--- src/rtl/q2_pkg.sv ---
// q2 shared package: sequencer state codes, phase codes and the transition rule.
// The decoder bench imports this too, so keep the codes here and nowhere else.
// Contents: state_e (one code per major state), PH_A/PH_B, next_state().
package q2_pkg;

  // {s3,s2,s1,s0} codes for each major state.
  typedef enum logic [3:0] {
    ST_FETCH = 4'b0000,
    ST_DEREF = 4'b0001,
    ST_LOAD  = 4'b0010,
    ST_EXEC  = 4'b0011,
    ST_ALU1  = 4'b0100,
    ST_ALU2  = 4'b1000
  } state_e;

  // The phase bit drives ws directly: phase A has ws low, phase B has ws high.
  localparam logic PH_A = 1'b0;
  localparam logic PH_B = 1'b1;

  // Successor of a state at the end of its phase B. deref matters only
  // for FETCH and s2in only for EXEC. Any stray code falls back to FETCH.
  function automatic state_e next_state(input state_e cur,
                                        input logic   deref,
                                        input logic   s2in);
    case (cur)
      ST_FETCH: next_state = deref ? ST_DEREF : ST_LOAD;
      ST_DEREF: next_state = ST_LOAD;
      ST_LOAD:  next_state = ST_EXEC;
      ST_EXEC:  next_state = s2in ? ST_ALU1 : ST_FETCH;
      ST_ALU1:  next_state = ST_ALU2;
      default:  next_state = ST_FETCH;
    endcase
  endfunction

endpackage

--- src/rtl/sw_sync.sv ---
// sw_sync: two-flop synchronizer for one asynchronous front-panel switch.
// Latency: a change on d shows up on q two rising edges of clk later.
// Ports: clk, rst (sync, active-high, clears both flops), d (async in), q (synced out).
module sw_sync (
  input  logic clk,
  input  logic rst,
  input  logic d,
  output logic q
);

  logic meta;

  always_ff @(posedge clk) begin
    if (rst) begin
      meta <= 1'b0;
      q    <= 1'b0;
    end else begin
      meta <= d;
      q    <= meta;
    end
  end

endmodule

--- src/rtl/state_sequencer.sv ---
// state_sequencer: major-state sequencer with run/halt/single-step control.
// Each state lasts two clocks (phase A with ws=0, then phase B with ws=1).
// Halt is checked only on entry to FETCH phase A. All outputs come from flops.
// Ports: clk, rst (sync, active-high); run_sw, step_sw (async switches);
//        deref (sampled in FETCH phase B), s2in (sampled in EXEC phase B);
//        s0..s3 state bits, ns0..ns3 their flopped complements, ws, running.
module state_sequencer
  import q2_pkg::*;
(
  input  logic clk,
  input  logic rst,
  input  logic run_sw,
  input  logic step_sw,
  input  logic deref,
  input  logic s2in,
  output logic s0,
  output logic s1,
  output logic s2,
  output logic s3,
  output logic ns0,
  output logic ns1,
  output logic ns2,
  output logic ns3,
  output logic ws,
  output logic running
);

  logic run_sync;
  logic step_sync;

  sw_sync u_run_sync (
    .clk (clk),
    .rst (rst),
    .d   (run_sw),
    .q   (run_sync)
  );

  sw_sync u_step_sync (
    .clk (clk),
    .rst (rst),
    .d   (step_sw),
    .q   (step_sync)
  );

  state_e     state_q, state_n;
  logic [3:0] ns_q;
  logic       phase_q, phase_n;
  logic       running_q, running_n;
  logic       step_pend_q, step_pend_n;
  logic       step_prev_q;
  logic       step_rise;

  always_ff @(posedge clk) begin
    if (rst) begin
      state_q     <= ST_FETCH;
      ns_q        <= 4'hF;
      phase_q     <= PH_A;
      running_q   <= 1'b0;
      step_pend_q <= 1'b0;
      step_prev_q <= 1'b0;
    end else begin
      state_q     <= state_n;
      // The complement gets its own flops so ns never lags or glitches vs s.
      ns_q        <= ~state_n;
      phase_q     <= phase_n;
      running_q   <= running_n;
      step_pend_q <= step_pend_n;
      step_prev_q <= step_sync;
    end
  end

  always_comb begin
    state_n     = state_q;
    phase_n     = phase_q;
    running_n   = running_q;
    step_pend_n = step_pend_q;
    step_rise   = step_sync & ~step_prev_q;

    if (!running_q) begin
      // Halted: parked in FETCH phase A. Run wins over a simultaneous step,
      // and the restart cycle itself stays in phase A.
      if (run_sync) begin
        running_n   = 1'b1;
        step_pend_n = 1'b0;
      end else if (step_rise) begin
        running_n   = 1'b1;
        step_pend_n = 1'b1;
      end
    end else if (phase_q == PH_A) begin
      phase_n = PH_B;
    end else begin
      phase_n = PH_A;
      state_n = next_state(state_q, deref, s2in);
      // Instruction boundary: a finished step is consumed here, and the
      // run switch alone decides whether the next instruction starts.
      if (state_n == ST_FETCH) begin
        running_n   = run_sync;
        step_pend_n = 1'b0;
      end
    end
  end

  logic [3:0] s_bits;
  assign s_bits  = state_q;

  assign s0      = s_bits[0];
  assign s1      = s_bits[1];
  assign s2      = s_bits[2];
  assign s3      = s_bits[3];
  assign ns0     = ns_q[0];
  assign ns1     = ns_q[1];
  assign ns2     = ns_q[2];
  assign ns3     = ns_q[3];
  assign ws      = phase_q;
  assign running = running_q;

endmodule

--- config.mk ---
export PLATFORM = sky130hd
export DESIGN_NAME = state_sequencer
export DESIGN_NICKNAME = d
export VERILOG_FILES = /design/src/rtl/q2_pkg.sv /design/src/rtl/sw_sync.sv /design/src/rtl/state_sequencer.sv
export SDC_FILE = /design/constraint.sdc
export NUM_CORES = 1
export LEC_CHECK = 0
export CAP_MARGIN = 40
export CORE_AREA = 2 2 39 41
export CTS_BUF_LIST = sky130_fd_sc_hd__clkbuf_4 sky130_fd_sc_hd__clkbuf_8
export CTS_CLUSTER_SIZE = 28
export DETAILED_ROUTE_END_ITERATION = 10
export DIE_AREA = 0 0 41 43
export DONT_BUFFER_PORTS = 1
export MAX_ROUTING_LAYER = met4
export PLACE_DENSITY = 0.61
export SYNTH_ARGS = -nofsm -noshare
export SYNTH_HDL_FRONTEND = slang
export SYNTH_SLANG_ARGS = --single-unit
--- constraint.sdc ---
create_clock -name clk -period 4 [get_ports clk]
set_input_delay 1.2 -clock clk [delete_from_list [all_inputs] [get_ports clk]]
set_output_delay 1.2 -clock clk [all_outputs]
set_load 0.02 [all_outputs]
# After elaboration in Yosys (flattened, before gate mapping)
# Index checks and enable logic that the tools add are counted.
[classes]
n_eq_ne = 4
muxes = 13
bitwise_logic = 3
reduce_logical = 2
[op_table]
columns = ["operator", "n"]
rows = [
  ["case mux 4 bit (5 select lines)", 1],
  ["two-way mux 4 bit", 4],
  ["== test 4 x 2 -> 1 bit (second input constant)", 2],
  ["zero test 4 bit", 2],
  ["two-way mux 1 bit", 6],
  ["== test 4 x 1 -> 1 bit (second input constant)", 1],
  ["== test 4 x 3 -> 1 bit (second input constant)", 1],
  ["NOT 4 bit", 1],
  ["two-way mux 3 bit", 1],
  ["two-way mux 2 bit", 1],
  ["AND 1 bit", 1],
  ["NOT 1 bit", 1],
]
[totals]
regBits = 15
input_bits = 6
elab_cells = 31

# Longest topological paths before layout
[depth]
ltp_word = 8
ltp_mapped = 3
ltp_nobuf = 3

# Modules after synthesis
# From an unflattened synthesis, not the netlist that was laid out.
[hier_totals]
cells_unflattened = 50
hier_area_um2 = 515.5
[modules_own_cells]
columns = ["mod", "instances", "cells_per_inst", "area_per_inst_um2", "seq_area_each_um2"]
rows = [
  ["state_sequencer", 1, 42, 410.4, 220.2],
  ["sw_sync", 2, 4, 52.6, 40.0],
]

# Worst setup path after synthesis
# Ideal clock, no wire load.
[synth_timing]
path_kind = "input port to flip-flop"
from = "in deref"
to = "reg ns_q[0]"
arrival_ns = 1.793
required_ns = 3.886
setup_slack_ns = 2.093
stages = 3
cell_sequence = "nor2_1 -> or4_4 -> a21o_1"
[synth_between]
elab_chain_cells = 7
[synth_lines]
columns = ["item", "line_no", "text"]
rows = [
  ["start, declared", "state_sequencer.sv:14", "input logic deref,"],
  ["two-way mux 2 bit", "q2_pkg.sv:26", "ST_FETCH: next_state = deref ? ST_DEREF : ST_LOAD;"],
  ["case mux 4 bit (5 select lines)", "q2_pkg.sv:25", "case (cur)"],
  ["two-way mux 4 bit", "state_sequencer.sv:89", "end else if (phase_q == PH_A) begin"],
  ["two-way mux 4 bit", "state_sequencer.sv:79", "if (!running_q) begin"],
  ["two-way mux 4 bit", "state_sequencer.sv:89", ""],
  ["two-way mux 4 bit", "state_sequencer.sv:79", ""],
  ["NOT 4 bit", "state_sequencer.sv:64", "ns_q <= ~state_n;"],
  ["end signal, assigned", "state_sequencer.sv:64", ""],
  ["end, declared", "state_sequencer.sv:46", "logic [3:0] ns_q;"],
]
# No other way between the ends. The select of a mux whose other input is x is not followed.
# A chain may end at the register's enable or synchronous reset.

# Worst setup path after layout
[layout_timing]
from = "reg state_q[0] (netlist: s_bits[0])"
to = "out s0"
[layout_lines]
columns = ["item", "line_no", "text"]
rows = [
  ["start, declared", "state_sequencer.sv:45", "state_e state_q, state_n;"],
  ["start signal, assigned", "state_sequencer.sv:62", "state_q <= state_n;"],
  ["end, declared", "state_sequencer.sv:16", "output logic s0,"],
]
# No word-level cell between the ends.

==> metrics.txt <==
number of buffers created by CTS=3; CTS tree=done; CTS max path bufs=2; # DRC=0; Core Rows=14; worst-skew pair later-pin latency=0.27 ns; Synth cell types=22; vias in the first global route=between 300 and 400; syn nets=58; nets=62; Setup CP Type=reg -> out; synthesized instance count=52; DR vias/cell=5.127; hold crit path type=reg -> reg; Slew headroom=0.7074; Setup crit end kind=primary output; Post-CTS Setup Repair Bufs=0; fin. max-slew vios=0; crit path max fanout=9; Worst Skew=~0.0042 ns; final setup fails=0; Final Hold Viols=0; GRT Total Usage=0.1201; clk sink count=15; post-cts sizing count=0; initial antenna violation count=0; syn_area_per_cell=10.13 um2; leak pwr=a little over 0.2 nW; Fill cells=147; HPWL after DPL=a little under 600 um; setup total negative slack=0 ns; Ys Warns=0; Slew @ Worst Pin=roughly 0.44 ns; I/O pin cnt=16; first-pass GRT wire length=~1400 um; Post-Place Setup Slack=a little over 2 ns; crit start category=flip-flop; Peak VDD IR=0.1838 mV; status=complete, no violations; hold buffer count at CTS=0; drt initial violations=4; Area Growth Syn to Fin=8.789%; ANT nets after route=0; Finished Layout Cells=between 70 and 80; pwr dens=449.4 nW/um2; gr ovfl total=0; layout cells sized above 1=0.1455; H-tree levels=1; chip width=roughly 41 um; clock slew at reported path FFs=roughly 0.080 ns; area of the core=~1400 um2; Worst EP required=roughly 2.8 ns; Final Wtd Congestion=approximately 0.64; Vias=364; Final Critical Period=2.068 ns; Root Buffer=clkbuf_4; maxcap violations=0; placed instance count=67; RSZ-0062 raised after global routing=false; Inserted Diodes=0; post-synthesis sequential area ratio=0.5701; largest net degree at the start of global routing=16; initial core utilization=0.3807; Tcrit/Tclk final=0.5169; Die ar.=roughly 1800 um2; mapped cell area=526.8 um2; DR pass1 iterations=4; IO Port Bufs=0; Die Span Y=roughly 43 um; Crit path arrival time=0.87 ns; Yosys reg bits=15; final WL=roughly 800 um; Avg WL per Cell=between 10 and 15 um; setup slack after layout=~1.9 ns; achievable frequency=around 0.48 GHz
-- metal layers --
| layer | GRT usage | routed length, um | vias to the layer above |
|---|---|---|---|
| met5 | - | 0 | - |
| met4 | 0.08000 | 13 | 0 |
| met3 | 0.05236 | 58 | 2 |
| met2 | 0.1500 | 360 | 9 |
| met1 | 0.1508 | 386 | 167 |
| li1 | - | - | 186 |
-- kinds of logic after synthesis --
group                  after synthesis  synth area share
buffers and inverters                2           0.01424
multiplexers                         1           0.01900
AND/OR/NAND/NOR                     23            0.2470
AO/OA/AOI/OAI                       10            0.1330
flip-flops                          15            0.5701
XOR/XNOR                             1           0.01663
-- report_power, final --
group          switching, mW  total (mW)  internal [mW]
Combinational        0.00297     0.00773        0.00476
Clock                 0.0428      0.0882         0.0453
Sequential           0.00759       0.162          0.154
Total                 0.0534       0.258          0.204
-- through the flow --
stage                 util  cell area, um2  hold WS (ns)  power, mW
floorplan                -           526.8        0.4138     0.1726
global route        0.4141           573.1        0.4583     0.2727
CTS                 0.4141           573.1        0.4439     0.2619
global placement    0.3924           543.0        0.4183     0.1730
detailed placement  0.3924           543.0        0.4234     0.1732
finish              0.4141           573.1        0.4400     0.2575
-- synthesized netlist by cell type --
cell type	number	area, um2
mux2i_1	1	10.01
nand2b_1	1	6.260
a31oi_1	1	6.260
nor2b_1	5	31.28
xnor2_1	1	8.760
or2_1	1	6.260
nand3_1	1	5.000
a21o_2	1	8.760
or2_2	1	6.260
or3_1	2	12.51
nor3_1	2	10.01
nor2_1	4	15.01
dfxtp_1	15	300.3
nand2_2	1	6.260
clkbuf_1	1	3.750
or4_4	1	11.26
a211oi_1	4	30.03
a21o_1	2	15.01
inv_1	1	3.750
a21oi_1	2	10.01
nand2_1	3	11.26
nor4b_1	1	8.760
-- layout by cell type (no fill, tap or decap), drive strengths merged, types with 2 or more instances in the layout --
cell and instances:
or3 2, nor3 2, clkbuf 4, nand2 4, nor2b 5, or2 2, dfxtp 15, nor2 4
a211oi 4, a21oi 2, a21o 3
-- cell type report --
type                            instances  area [um2]  area share
Clock buffer                            4       30.03     0.05240
Tap cell                               16       20.02     0.03493
Inverter                                1       3.754    0.006550
Sequential cell                        15       300.3      0.5240
Multi-Input combinational cell         35       219.0      0.3821
-- worst paths after layout --
check	slack (ns)	depth (start not counted)	endpoint	start
max	1.93	0	s0	s_bits[0]
min	0.44	1	u_run_sync.q	u_run_sync.meta
max reg2reg	2.47	3	ns_q[0]	running
min reg2reg	0.44	1	u_run_sync.q	u_run_sync.meta
-- state kept, by name, summed over array words and instances (netlist names) --
register / flops
ns_q: 4
s_bits: 4
running: 1
step_prev_q: 1
u_run_sync.meta: 1
u_run_sync.q: 1
u_step_sync.meta: 1
u_step_sync.q: 1
ws: 1
No activity file was read; power rests on OpenSTA's default activity.
